File: src/rtl/spi_dma_fifo_pkg.sv
// spi_dma_fifo shared definitions.
// Default sizes and the FIFO pointer type.
package spi_dma_fifo_pkg;
  localparam int SPI_FIFO_DEPTH = 8;
  localparam int SPI_DW = 16;
  localparam int SPI_AW = $clog2(SPI_FIFO_DEPTH);
  typedef logic [SPI_AW-1:0] spi_fifo_ptr_t;
endpackage

File: src/rtl/spi_sync_fifo.sv
// Single-clock FIFO with wrap-bit pointers.
// A pop frees a slot for a push in the same cycle.
module spi_sync_fifo
  import spi_dma_fifo_pkg::*;
#(
  parameter int DEPTH = SPI_FIFO_DEPTH,
  parameter int DW = SPI_DW
) (
  input  logic                   clk,
  input  logic                   rstn,
  input  logic                   flush,
  input  logic                   push,
  input  logic                   pop,
  input  logic [DW-1:0]          wdata,
  output logic                   full,
  output logic                   empty,
  output logic [$clog2(DEPTH):0] cnt,
  output logic [DW-1:0]          head
);
  localparam int AW = $clog2(DEPTH);
  localparam logic [AW:0] FULL_CNT = (AW+1)'(DEPTH);

  logic [AW:0] wp;
  logic [AW:0] rp;
  logic [DW-1:0] mem [DEPTH];
  logic do_push;
  logic do_pop;

  assign cnt = wp - rp;
  assign empty = (wp == rp);
  assign full = (cnt == FULL_CNT);
  assign do_pop = pop && !empty;
  assign do_push = push && (!full || do_pop);
  assign head = empty ? '0 : mem[rp[AW-1:0]];

  // pointer update; flush wins over any push or pop
  always_ff @(posedge clk or negedge rstn) begin
    if (!rstn) begin
      wp <= '0;
      rp <= '0;
    end else if (flush) begin
      wp <= '0;
      rp <= '0;
    end else begin
      if (do_push) wp <= wp + 1'b1;
      if (do_pop) rp <= rp + 1'b1;
    end
  end

  // storage write
  always_ff @(posedge clk) begin
    if (do_push && !flush) mem[wp[AW-1:0]] <= wdata;
  end
endmodule

File: src/rtl/spi_dma_fifo.sv
// Elastic rx/tx buffer between SPI and its DMA engine.
// One-cycle blackout after each SPI pulse covers SPI's level lag.
module spi_dma_fifo
  import spi_dma_fifo_pkg::*;
#(
  parameter int DEPTH = SPI_FIFO_DEPTH,
  parameter int DW = SPI_DW
) (
  input  logic                   clk,
  input  logic                   rstn,
  input  logic                   spi_dff,
  input  logic                   flush,
  input  logic                   spi_rxne,
  input  logic [DW-1:0]          spi_rxbuff,
  output logic                   spi_rxreq,
  input  logic                   spi_txe,
  output logic                   spi_txreq,
  output logic [DW-1:0]          spi_txbuff,
  output logic                   dma_rxne,
  output logic [DW-1:0]          dma_rxbuff,
  input  logic                   dma_rxreq,
  output logic                   dma_txe,
  input  logic                   dma_txreq,
  input  logic [DW-1:0]          dma_txbuff,
  output logic [$clog2(DEPTH):0] rx_cnt,
  output logic [$clog2(DEPTH):0] tx_cnt,
  output logic                   rx_udf,
  output logic                   tx_ovf
);
  logic rx_full, rx_empty;
  logic tx_full, tx_empty;
  logic rx_blk, tx_blk;
  logic [DW-1:0] rx_wdata, tx_wdata;

  function automatic logic [DW-1:0] fmt(
    input logic dff,
    input logic [DW-1:0] d
  );
    return dff ? d : {{(DW-8){1'b0}}, d[7:0]};
  endfunction

  assign spi_rxreq = spi_rxne && !rx_full && !rx_blk;
  assign spi_txreq = spi_txe && !tx_empty && !tx_blk;
  assign dma_rxne = !rx_empty;
  assign dma_txe = !tx_full;
  assign rx_wdata = fmt(spi_dff, spi_rxbuff);
  assign tx_wdata = fmt(spi_dff, dma_txbuff);

  spi_sync_fifo #(.DEPTH(DEPTH), .DW(DW)) u_rx (
    .clk   (clk),
    .rstn  (rstn),
    .flush (flush),
    .push  (spi_rxreq),
    .pop   (dma_rxreq),
    .wdata (rx_wdata),
    .full  (rx_full),
    .empty (rx_empty),
    .cnt   (rx_cnt),
    .head  (dma_rxbuff)
  );

  spi_sync_fifo #(.DEPTH(DEPTH), .DW(DW)) u_tx (
    .clk   (clk),
    .rstn  (rstn),
    .flush (flush),
    .push  (dma_txreq),
    .pop   (spi_txreq),
    .wdata (tx_wdata),
    .full  (tx_full),
    .empty (tx_empty),
    .cnt   (tx_cnt),
    .head  (spi_txbuff)
  );

  // blackout: block the SPI side for the cycle after a pulse
  always_ff @(posedge clk or negedge rstn) begin
    if (!rstn) begin
      rx_blk <= 1'b0;
      tx_blk <= 1'b0;
    end else begin
      rx_blk <= spi_rxreq;
      tx_blk <= spi_txreq;
    end
  end

  // sticky error flags; a full push paired with a pop is legal
  always_ff @(posedge clk or negedge rstn) begin
    if (!rstn) begin
      rx_udf <= 1'b0;
      tx_ovf <= 1'b0;
    end else if (flush) begin
      rx_udf <= 1'b0;
      tx_ovf <= 1'b0;
    end else begin
      if (dma_rxreq && rx_empty) rx_udf <= 1'b1;
      if (dma_txreq && tx_full && !spi_txreq) tx_ovf <= 1'b1;
    end
  end
endmodule

File: config.mk
export PLATFORM = sky130hd
export DESIGN_NAME = spi_dma_fifo
export DESIGN_NICKNAME = d
export VERILOG_FILES = /design/src/rtl/spi_dma_fifo_pkg.sv /design/src/rtl/spi_sync_fifo.sv /design/src/rtl/spi_dma_fifo.sv
export SDC_FILE = /design/constraint.sdc
export NUM_CORES = 1
export LEC_CHECK = 0
export CORE_MARGIN = 2
export CORE_UTILIZATION = 54
export CTS_CLUSTER_DIAMETER = 30
export DETAILED_ROUTE_END_ITERATION = 10
export MAX_ROUTING_LAYER = met4
export PLACE_DENSITY = 0.71
export SYNTH_ARGS = -nofsm -noshare
export SYNTH_HDL_FRONTEND = slang
export SYNTH_SLANG_ARGS = --single-unit
File: constraint.sdc
create_clock -name clk -period 7.4 [get_ports clk]
set_input_delay 0.74 -clock clk [delete_from_list [all_inputs] [get_ports clk]]
set_output_delay 0.74 -clock clk [all_outputs]
set_load 0.01 [all_outputs]
[Yosys cells after proc, flatten, opt, wreduce, memory -nomap -nowiden]
Memory sizes are Yosys's and may differ from the RTL's.
Cells that the tools add are included.
Word-level totals
  bits in registers: 20
  bits in writable memories: 256
  logic and storage cells: 69
  memories: 2
  bits of input ports: 40
Memory list
  u_rx.mem: depth 8, bits a word 16, read ports 1, clocked after memory_dff 0, wr ports 1, RTL line spi_sync_fifo.sv:25  | logic [DW-1:0] mem [DEPTH];
  u_tx.mem: depth 8, bits a word 16, read ports 1, clocked after memory_dff 0, wr ports 1, RTL line spi_sync_fifo.sv:25
Operators by class
  add/sub/neg operators: 6
  mux-type cells: 20
  reduce and logical (&&, ||, !) cells: 29
  equal/unequal tests: 4
Operator list (number)
  16-bit two-way mux: 4
  4-bit two-way mux: 8
  4-bit by 1-bit adder with 4-bit output (second input constant): 4
  1-bit logical AND: 13
  2-bit nonzero test: 6
  4-bit equality test: 2
  4-bit equality test (second input constant): 2
  1-bit logical NOT: 8
  1-bit two-way mux: 8
  4-bit subtractor: 2
  1-bit logical OR: 2

[Depth between registers and ports, before layout]
Gate-level depths: netlist (run 1).
  word-level depth: 10
  depth in mapped cells: 10

[By module]
A second synthesis (run 1) with hierarchy kept.
Unflattened totals
  cell total of the unflattened synthesis: 612
  area, all modules: 11178.2 sq um
By module, submodules not included
  spi_sync_fifo (u_tx): cells each 292, times used 1, area an instance 5454.0 sq um, sequential area each 4043.9 sq um
  spi_sync_fifo (u_rx): cells each 290, times used 1, area an instance 5442.7 sq um, sequential area each 4043.9 sq um
  spi_dma_fifo: cells each 30, times used 1, area an instance 281.5 sq um, sequential area each 100.1 sq um

[Worst setup path after synthesis (run 1)]
Ideal clock, no wire load.
  kind: register -> register
  start point: register u_rx.rp[2]
  end point: memory u_rx.mem[4][0] (netlist name) (enable)
  period minus slack after synthesis: 4.202 ns
  required time: 6.991 ns
  setup slack: 3.198 ns
  setup time: 0.409 ns
  cell stages (with the launch flop): 10
  arrival: 3.793 ns
  cells stage by stage: dfrtp_1 -> clkbuf_1 -> clkinv_1 -> clkbuf_1 -> ha_1 -> and3b_1 -> or3_4 -> a311oi_4 -> nand2_1 -> nor3_1
Between the ends
  word-level cells in the longest chain between the ends: 9
Ends and longest elaborated chain
  start, declared: RTL line spi_sync_fifo.sv:24  | logic [AW:0] rp;
  start signal, assigned: RTL line spi_sync_fifo.sv:46  | if (do_pop) rp <= rp + 1'b1;
  4-bit subtractor: RTL line spi_sync_fifo.sv:29  | assign cnt = wp - rp;
  4-bit equality test: RTL line spi_sync_fifo.sv:31  | assign full = (cnt == FULL_CNT);
  1-bit logical NOT: RTL line spi_dma_fifo.sv:42  | assign spi_rxreq = spi_rxne && !rx_full && !rx_blk;
  1-bit logical AND (2 in series): RTL line spi_dma_fifo.sv:42
  net spi_rxreq: RTL line spi_dma_fifo.sv:15  | output logic spi_rxreq,
  1-bit logical AND: RTL line spi_sync_fifo.sv:33  | assign do_push = push && (!full || do_pop);
  1-bit logical AND: RTL line spi_sync_fifo.sv:52  | if (do_push && !flush) mem[wp[AW-1:0]] <= wdata;
  1-bit two-way mux: RTL line spi_sync_fifo.sv:52
  1-bit two-way mux (not written as such): RTL line spi_sync_fifo.sv:52
  end, declared: RTL line spi_sync_fifo.sv:25
The timed path passes the listed nets, and every way through them passes these cells.

[Worst setup path after layout (run 1)]
  start point: register u_rx.rp[2]
  end point: output port spi_rxreq
Between the ends
  word-level cells in the longest chain between the ends: 5
Ends and longest elaborated chain (RTL line)
  4-bit subtractor: spi_sync_fifo.sv:29
  4-bit equality test: spi_sync_fifo.sv:31
  1-bit logical NOT: spi_dma_fifo.sv:42
  1-bit logical AND (2 in series): spi_dma_fifo.sv:42
  end, declared: spi_dma_fifo.sv:15
Every way passes these cells.

==> results.toml, run 1 <==
[min_path]
hold_path_end = "tx_ovf"
hold_path.class = "reg -> reg"
holdPathStages = 2
min-delay-start = "tx_ovf"

[worst_setup_path]
crit_path_start_kind = "flop"
worstPathMaxFanout = 18
r2r_start = "u_tx.rp[2]"
r2r_end = "u_tx.mem[6][0]"
reg2reg_depth = 8
timing.reg2reg.setup_slack_ps = 2580
setup.worst_path.end_class = "output pin"
crit_arrival_ps = 4550
worstSetupPathType = "reg -> out"
worstPathRequired_ps = 6660

[routing]
firstDrtPassIters = 5
wl_per_cell_um = 21.7
wl_met3_mm = 1.55
ant_nets = 0
routed_wl_mm = 22.5
via_per_inst = 5.78
drc = 0
wl_met2_mm = 11.1
drt_iter0_drc = 513
via_count = 5996
wl_met1_mm = 9.40
top_layer_used = "met4"

[logic_synthesis]
synthTopCellsByArea = "edfxtp_1 (69%), mux4_2 (13%), dfrtp_1 (4.5%)"
ys_seq_area_share_pct = 73.7
async_flop_share_pct = 7.25
yosysTopAreaCell = "edfxtp_1"
avgSynthCellArea_um2 = 18.1
synth_top_area_share_pct = 69.2
syn-cell-area_um2 = 11100
yosys_warnings = 0
synth_ff_type = "edfxtp_1"
netlist-cell-type-count = 40
synth-edff-count = 256
ys_ff_latch = 276
syn_inst = 615
synth.net_count = 667

[clock_network]
cts_sinks = 276
cts_resized = 0
cts-root-buf = "clkbuf_16"
clk_latency_ps = 550
post_cts_buffers = 0
htree_levels = 2
tritoncts = "yes"
clockBufferDepth = 3
postCtsHoldBufs = 0
numCtsBuffers = 45
clk_pin_slew_ps = 50

[grt]
grt_pass1_vias = 6421
grt_overflow = 0
antenna_found_initial = 0
grt_pass1_wl_mm = 35.3
gr-usage-all-layers_pct = 22.1
grt_max_degree = 38

[final_layout]
final_util_pct = 68.1
drive_above_1_share_pct = 22.0
final_cell_mix = "edfxtp_1 (256), clkdlybuf4s50_1 (85), nand2_1 (78), mux4_2 (64), clkbuf_16 (45)"
finalNetCount = 786
mostFrequentLayoutCell = "edfxtp_1"
diodes = 0
fill_cells = 1290
fin_cells = 1038
areaGrowthSynthToFinish_pct = 24.2

[floorplan]
dieArea_um2 = 21700
core_um2 = 20200
pin_count = 86
fp.dieH_um = 147
initial_utilization_pct = 54.9
rows = 52
fp.dieW_um = 147

[timing]
max_freq_mhz = 189
final-setup-viol-count = 0
period_needed_ps = 5290
worst_slew_pin_slew_ps = 1070
whs_ps = 500
fin_tns_setup_ps = 0
relSlewSlack_pct = 28.9
fin_ws_ps = 2110
fin_crit_sh_pct = 71.4
final-hold-violation-count = 0
rsz0062_at_grt = "no"
fin_skew_ps = 27.2
slew_violations = 0

[status]
status = "completed"

[placement]
dp_slack_ps = 2640
dpl.hpwl_mm = 12.8
gp_congestion = 0.816
io_buffers = 85
dp_cells = 957

[power_and_ir_drop]
ir_drop_mv = 0.276
p_per_area_nw_per_um2 = 359
p_leak_nw = 4.65

[job]
cap_violations = 0
-- state kept, by name (all words and copies together) (netlist names) --
register and count:
u_rx.mem 128, u_tx.wp 4, u_tx.mem 128, u_tx.rp 4
u_rx.wp 4, tx_ovf 1, tx_blk 1, rx_udf 1
rx_blk 1, u_rx.rp 4
-- how the worst max path moves through the flow --
| stage | from | to | slack (ps) |
|---|---|---|---|
| after floorplan | u_rx.rp[2] | u_rx.mem[4][0] | 3200 |
| after global placement | u_rx.rp[2] | spi_rxreq | 2710 |
| after detailed placement | u_tx.rp[2] | u_tx.mem[6][0] | 2640 |
| after CTS | u_rx.rp[2] | spi_rxreq | 2110 |
| after global routing | u_rx.rp[2] | spi_rxreq | 1950 |
| final | u_rx.rp[2] | spi_rxreq | 2110 |
-- synthesized netlist by cell type (2+ instances only) --
cell      instances
nor2_1           21
ha_1             10
dfrtp_1          20
o21ai_0           4
edfxtp_1        256
and3_1            2
buf_2             9
and2_1           16
xor2_1            4
clkinv_1          2
nand3_1           8
mux4_2           64
a21oi_1          42
fa_1              2
xnor2_1           6
mux2i_1           2
nor3_1            6
inv_1            15
nor2b_1           2
or3_1             3
clkbuf_1         22
nand2_1          78
nor3b_1           4
-- report_power, final --
| part | leakage (nW) | total [W] | internal, W | switching [W] |
|---|---|---|---|---|
| Sequential | 2.60 | 0.00182 | 0.00179 | 0.0000362 |
| Combinational | 1.35 | 0.00118 | 0.000588 | 0.000595 |
| Clock | 0.698 | 0.00194 | 0.00123 | 0.000714 |
-- layer usage --
layer | track usage [%] | up-vias
li1 | - | 2649
met1 | 29.8 | 3072
met2 | 34.7 | 238
met3 | 4.26 | 37
met4 | 7.31 | 0
met5 | - | -
-- per-stage QoR --
step	area [µm²]	total power, W
3_3_place_gp	12400	0.00302
2_1_floorplan	11100	0.00254
4_1_cts	13800	0.00499
5_1_grt	13800	0.00515
3_5_place_dp	12400	0.00304
6_report	13800	0.00495
-- cell type report --
class / count / area (µm²) / area share (%)
flip-flops and latches: 276 / 8190 / 59.4
multi-input cells: 290 / 2780 / 20.1
clock buffers: 48 / 1140 / 8.25
repair buffers: 104 / 993 / 7.20
well taps: 270 / 338 / 2.45
clock inverters: 33 / 292 / 2.11
inverters: 17 / 63.8 / 0.463
-- kinds of logic (layout without fill, tap and decap cells) --
group / after synthesis / after routing / synth area share, %
AND/OR/NAND/NOR: 148 / 148 / 6.13
AO/OA/AOI/OAI: 53 / 53 / 2.85
multiplexers: 67 / 67 / 13.3
XOR/XNOR: 10 / 10 / 0.789
flip-flops: 276 / 276 / 73.7
buffers and inverters: 49 / 202 / 1.76
adder cells (fa/ha/maj): 12 / 12 / 1.49
-- critical path: stages (launching register included) --
cell             delay (ps)
dfrtp_1                 850
clkinv_1                840
ha_1                    600
and3b_1                 210
or3_4                   380
a311oi_4                490
clkdlybuf4s50_1         640
No activity file was read; power rests on OpenSTA's default activity.
==> run 2: changes to the inputs <==
--- a/config.mk
+++ b/config.mk
@@ -6,7 +6,7 @@
 export NUM_CORES = 1
 export LEC_CHECK = 0
 export CORE_MARGIN = 2
-export CORE_UTILIZATION = 54
+export CORE_UTILIZATION = 52
 export CTS_CLUSTER_DIAMETER = 30
 export DETAILED_ROUTE_END_ITERATION = 10
 export MAX_ROUTING_LAYER = met4
==> constraint.sdc (replaced) <==
create_clock -name clk -period 4.7 [get_ports clk]
set_input_delay 0.47 -clock clk [delete_from_list [all_inputs] [get_ports clk]]
set_output_delay 0.47 -clock clk [all_outputs]
set_load 0.01 [all_outputs]
==> run 2 against run 1 <==
Total power increased by 61%. Core utilization decreased by 1.9 points. First-iteration DRC count decreased by 6.8%. Clock skew decreased by 6.3 ps. Critical path depth increased by 1. Design area increased by 1.0%. Count of clock-buffer cells in the layout increased by 2. Worst setup slack got worse by 1500 ps. Clock power increased by 68%. Via count increased by 0.37%. Hold slack got worse by 31 ps. Combinational power increased by 56%. Critical path type unchanged. Critical endpoint is now dma_txe. Largest power group unchanged.
==> results.toml, run 2 (synthesized netlist as in run 1, its figures left out) <==
[clock_network]
tritoncts = "yes"
htree_levels = 2
cts-root-buf = "clkbuf_16"
post_cts_buffers = 0
clk_latency_ps = 530
cts_resized = 0
postCtsHoldBufs = 0
cts_sinks = 276
clockBufferDepth = 3
numCtsBuffers = 47
clk_pin_slew_ps = 50

[timing]
max_freq_mhz = 243
fin_crit_sh_pct = 87.4
slew_violations = 0
final-hold-violation-count = 0
fin_skew_ps = 20.9
relSlewSlack_pct = 38.4
rsz0062_at_grt = "no"
worst_slew_pin_slew_ps = 921
period_needed_ps = 4110
final-setup-viol-count = 0
fin_tns_setup_ps = 0

[worst_setup_path]
crit_arrival_ps = 3640
crit_path_start_kind = "flop"
cpMostUsedCell = "a21oi_1"
critical_path.top_delay_family = "buffers and inverters"
timing.reg2reg.setup_slack_ps = 840
worstPathMaxFanout = 18
worstSetupPathType = "reg -> out"
cp_slowest_cell = "dfrtp_1"
setup.worst_path.end_class = "output pin"
worstPathRequired_ps = 4230
path_cells = "clkinv_1, ha_1, a21oi_1, a21oi_1, nor2_1, nand2_1, clkdlybuf4s50_1"
timing.critical_path.buf_inv = 2
max_stage_delay_ps = 700

[grt]
grt_pass1_wl_mm = 35.9
grt_max_degree = 36
gr-usage-all-layers_pct = 21.9
grt_overflow = 0
antenna_found_initial = 0
grt_pass1_vias = 6422

[final_layout]
fill_cells = 1366
drive_above_1_share_pct = 23.7
finalNetCount = 792
fin_cells = 1053
areaGrowthSynthToFinish_pct = 25.4
diodes = 0
final_cell_mix = "edfxtp_1 (256), clkdlybuf4s50_1 (85), nand2_1 (78), mux4_2 (64), clkbuf_16 (47)"
mostFrequentLayoutCell = "edfxtp_1"

[min_path]
hold_path.class = "in -> async"

[routing]
via_count = 6018
ant_nets = 0
via_per_inst = 5.72
drt_iter0_drc = 478
firstDrtPassIters = 6
drc = 0
wl_per_cell_um = 21.7
routed_wl_mm = 22.8

[placement]
dpl.hpwl_mm = 13.6
io_buffers = 85
gp_congestion = 0.814
dp_cells = 966

[power_and_ir_drop]
p_comb_share_pct = 23.1
seqPwrFrac_pct = 36.0
internal_power_w = 0.00582
ir_drop_mv = 0.391
pwr-share-clk_pct = 40.8
p_sw_share_pct = 27.0
p_per_area_nw_per_um2 = 572
netSwitchingPower_w = 0.00215
p_leak_nw = 4.71

[status]
status = "completed"

[floorplan]
rows = 53
dieArea_um2 = 22500
pin_count = 86
initial_utilization_pct = 52.8
fp.dieW_um = 150
fp.dieH_um = 150
core_um2 = 21000

[job]
cap_violations = 0
## run 2: cell count changes in the layout (fill, tap and decap cells not counted), sizes merged
| cell | change |
|---|---|
| clkinv | -5 |
| clkbuf | +2 |
| bufinv | +1 |
| buf | +4 |
| inv | +4 |
| clkinvlp | +4 |
## run 2: cell type report
cell class | instances | area (µm²) | share of cell area, %
Tap cell | 275 | 344 | 2.47
Multi-Input combinational cell | 290 | 2760 | 19.8
Clock inverter | 37 | 355 | 2.55
Inverter | 17 | 63.8 | 0.458
Timing Repair Buffer | 108 | 1020 | 7.35
Sequential cell | 276 | 8190 | 58.8
Clock buffer | 50 | 1190 | 8.53
## run 2: power groups by stage
stage	Clock [W]	Sequential (W)	Combinational [W]
2_1_floorplan	0	0.00289	0.00110
3_5_place_dp	0	0.00292	0.00185
3_3_place_gp	0	0.00291	0.00183
6_report	0.00326	0.00287	0.00184
5_1_grt	0.00342	0.00288	0.00201
4_1_cts	0.00330	0.00287	0.00188
## run 2: per-layer routing
layer  share of wire [%]  up-vias  global-route usage (%)
met5                   0        -                       -
met4                 2.2        0                    6.89
met3                 5.9       47                    3.79
met2                  52      218                    36.0
met1                  40     3085                    28.3
li1                    -     2668                       -
## run 2: worst paths after layout
path,from,endpoint,depth (start not counted)
worst max-delay path,u_tx.rp[2],dma_txe,7
worst min-delay path,rstn,u_rx.rp[1],1
worst max register to register,u_tx.rp[2],u_tx.mem[2][1],8
worst min register to register,rx_udf,rx_udf,2
max in group asynchronous,rstn,u_rx.rp[0],1
min in group clk,rx_udf,rx_udf,2
## run 2: through the flow
| stage | hold slack, ps | instance area, µm² | total power, W | utilization (%) | setup WS [ps] |
|---|---|---|---|---|---|
| final | 469 | 13900 | 0.00797 | 66.3 | 591 |
| after global routing | 522 | 13900 | 0.00831 | 66.3 | 262 |
| after CTS | 492 | 13900 | 0.00805 | 66.3 | 538 |
| after detailed placement | 488 | 12400 | 0.00477 | 58.9 | 941 |
| after global placement | 479 | 12400 | 0.00474 | 58.9 | 1080 |
| after floorplan | 174 | 11100 | 0.00399 | - | 498 |
==> run 3: changes to the inputs <==
--- a/config.mk
+++ b/config.mk
@@ -6,7 +6,7 @@
 export NUM_CORES = 1
 export LEC_CHECK = 0
 export CORE_MARGIN = 2
-export CORE_UTILIZATION = 52
+export CORE_UTILIZATION = 54
 export CTS_CLUSTER_DIAMETER = 30
 export DETAILED_ROUTE_END_ITERATION = 10
 export MAX_ROUTING_LAYER = met4
==> constraint.sdc (replaced) <==
create_clock -name clk -period 4.9 [get_ports clk]
set_input_delay 0.49 -clock clk [delete_from_list [all_inputs] [get_ports clk]]
set_output_delay 0.49 -clock clk [all_outputs]
set_load 0.005 [all_outputs]
==> run 3 against run 2 <==
Critical path depth fell by 1. Combinational power fell by 9%. Hold slack improved by 21 ps. Clock skew fell by 8.7 ps. Critical endpoint is now spi_rxreq. Total power fell by 1.9%. Flip-flop and latch count did not move. Routed wire length fell by 1.3%. Critical path type unchanged. Via count fell by 0.20%.
==> results.toml, run 3 (synthesized netlist as in run 1, its figures left out) <==
[worst_setup_path]
r2r_end = "u_rx.mem[0][8]"
crit_arrival_ps = 3670
worstPathRequired_ps = 4410
crit_path_start_kind = "flop"
worstSetupPathType = "reg -> out"
timing.reg2reg.setup_slack_ps = 1330
critical_path.top_delay_family = "buffers and inverters"
worstPathMaxFanout = 18
timing.critical_path.buf_inv = 2
setup.worst_path.end_class = "output pin"
path_cells = "clkinv_1, ha_1, and3b_1, or3_4, a311oi_4, clkdlybuf4s50_1"
cp_slowest_cell = "dfrtp_1"
max_stage_delay_ps = 790
r2r_start = "u_rx.rp[2]"
reg2reg_depth = 8

[final_layout]
design_area_um2 = 14000
drive_above_1_share_pct = 23.7
seqCellArea_um2 = 8190
diodes = 0
areaGrowthSynthToFinish_pct = 26.5
multi_input_area_um2 = 2760
finalNetCount = 792
fill_cells = 1280
mostFrequentLayoutCell = "edfxtp_1"
fin_cells = 1049
final_cell_mix = "edfxtp_1 (256), clkdlybuf4s50_1 (85), nand2_1 (78), mux4_2 (64), clkbuf_16 (48)"

[timing]
final-setup-viol-count = 0
max_freq_mhz = 240
rsz0062_at_grt = "no"
period_needed_ps = 4160
fin_tns_setup_ps = 0
slew_violations = 0
fin_crit_sh_pct = 85.0
fin_skew_ps = 12.2
worst_slew_pin_slew_ps = 933
relSlewSlack_pct = 37.6
final-hold-violation-count = 0

[floorplan]
core_um2 = 20200
dieArea_um2 = 21700
rows = 52
pin_count = 86
initial_utilization_pct = 54.9
fp.dieW_um = 147
fp.dieH_um = 147

[routing]
routed_wl_mm = 22.5
via_count = 6006
via_per_inst = 5.73
drt_iter0_drc = 534
ant_nets = 0
firstDrtPassIters = 5
wl_per_cell_um = 21.5
drc = 0

[clock_network]
clk_pin_slew_ps = 50
clockBufferDepth = 3
clk_latency_ps = 530
cts-root-buf = "clkbuf_16"
post_cts_buffers = 0
postCtsHoldBufs = 0
cts_resized = 0
tritoncts = "yes"
numCtsBuffers = 47
htree_levels = 2
cts_sinks = 276

[placement]
io_buffers = 85
dpl.hpwl_mm = 13.2
place_area_um2 = 12400
dp_cells = 961
gp_congestion = 0.788

[grt]
grt_pass1_vias = 6432
antenna_found_initial = 0
grt_pass1_wl_mm = 35.9
grt_max_degree = 36
grt_overflow = 0
gr-usage-all-layers_pct = 22.3

[min_path]
hold_path.class = "in -> async"

[job]
cap_violations = 0

[status]
status = "completed"

[power_and_ir_drop]
p_leak_nw = 4.77
ir_drop_mv = 0.424
p_per_area_nw_per_um2 = 557
## run 3: cell types whose count changed in the layout (fill, tap and decap cells not counted)
cell,change
clkinvlp_4,-3
bufinv_16,+4
inv_6,-7
clkinv_8,+1
clkinv_4,+5
clkbuf_16,+1
inv_8,+1
clkinv_2,-1
## run 3: worst max path at each step
| stage | from | end | slack, ps | cells after the start |
|---|---|---|---|---|
| after global routing | u_rx.rp[2] | spi_rxreq | 530 | 6 |
| final | u_rx.rp[2] | spi_rxreq | 740 | 6 |
| after floorplan | u_rx.rp[2] | u_rx.mem[4][0] | 750 | 9 |
| after detailed placement | u_rx.rp[2] | spi_rxreq | 1330 | 6 |
| after global placement | u_rx.rp[2] | spi_rxreq | 1390 | 6 |
| after CTS | u_rx.rp[2] | spi_rxreq | 690 | 6 |
## run 3: report_power, final
| group | internal [W] | switching (W) |
|---|---|---|
| sequential | 0.00270 | 0.0000603 |
| clock | 0.00224 | 0.00115 |
| combinational | 0.000883 | 0.000799 |
## run 3: metal layers
layer  wire length [µm]  part of all wire, %  global-route usage, %  vias up
met5                  0                    0                      -        -
met4                473                  2.1                   6.20        0
met3               1350                  6.0                   4.35       37
met2              11400                   51                   35.7      224
met1               9280                   41                   30.0     3089
li1                   -                    -                      -     2656
## run 3: area by class of cell
type	instances	area share, %
Sequential cell	276	58.3
Multi-Input combinational cell	290	19.7
Clock buffer	51	8.63
Timing Repair Buffer	108	7.29
Clock inverter	37	3.26
Tap cell	270	2.40
Inverter	17	0.454
## run 3: per-stage QoR
step                      utilization (%)  hold WS (ps)  setup WS (ps)  power, W
after CTS                            69.4           516            691   0.00788
after detailed placement             61.2           485           1330   0.00448
after floorplan                         -           194            745   0.00374
after global routing                 69.4           535            525   0.00814
final                                69.4           490            735   0.00782
after global placement               61.2           484           1390   0.00445
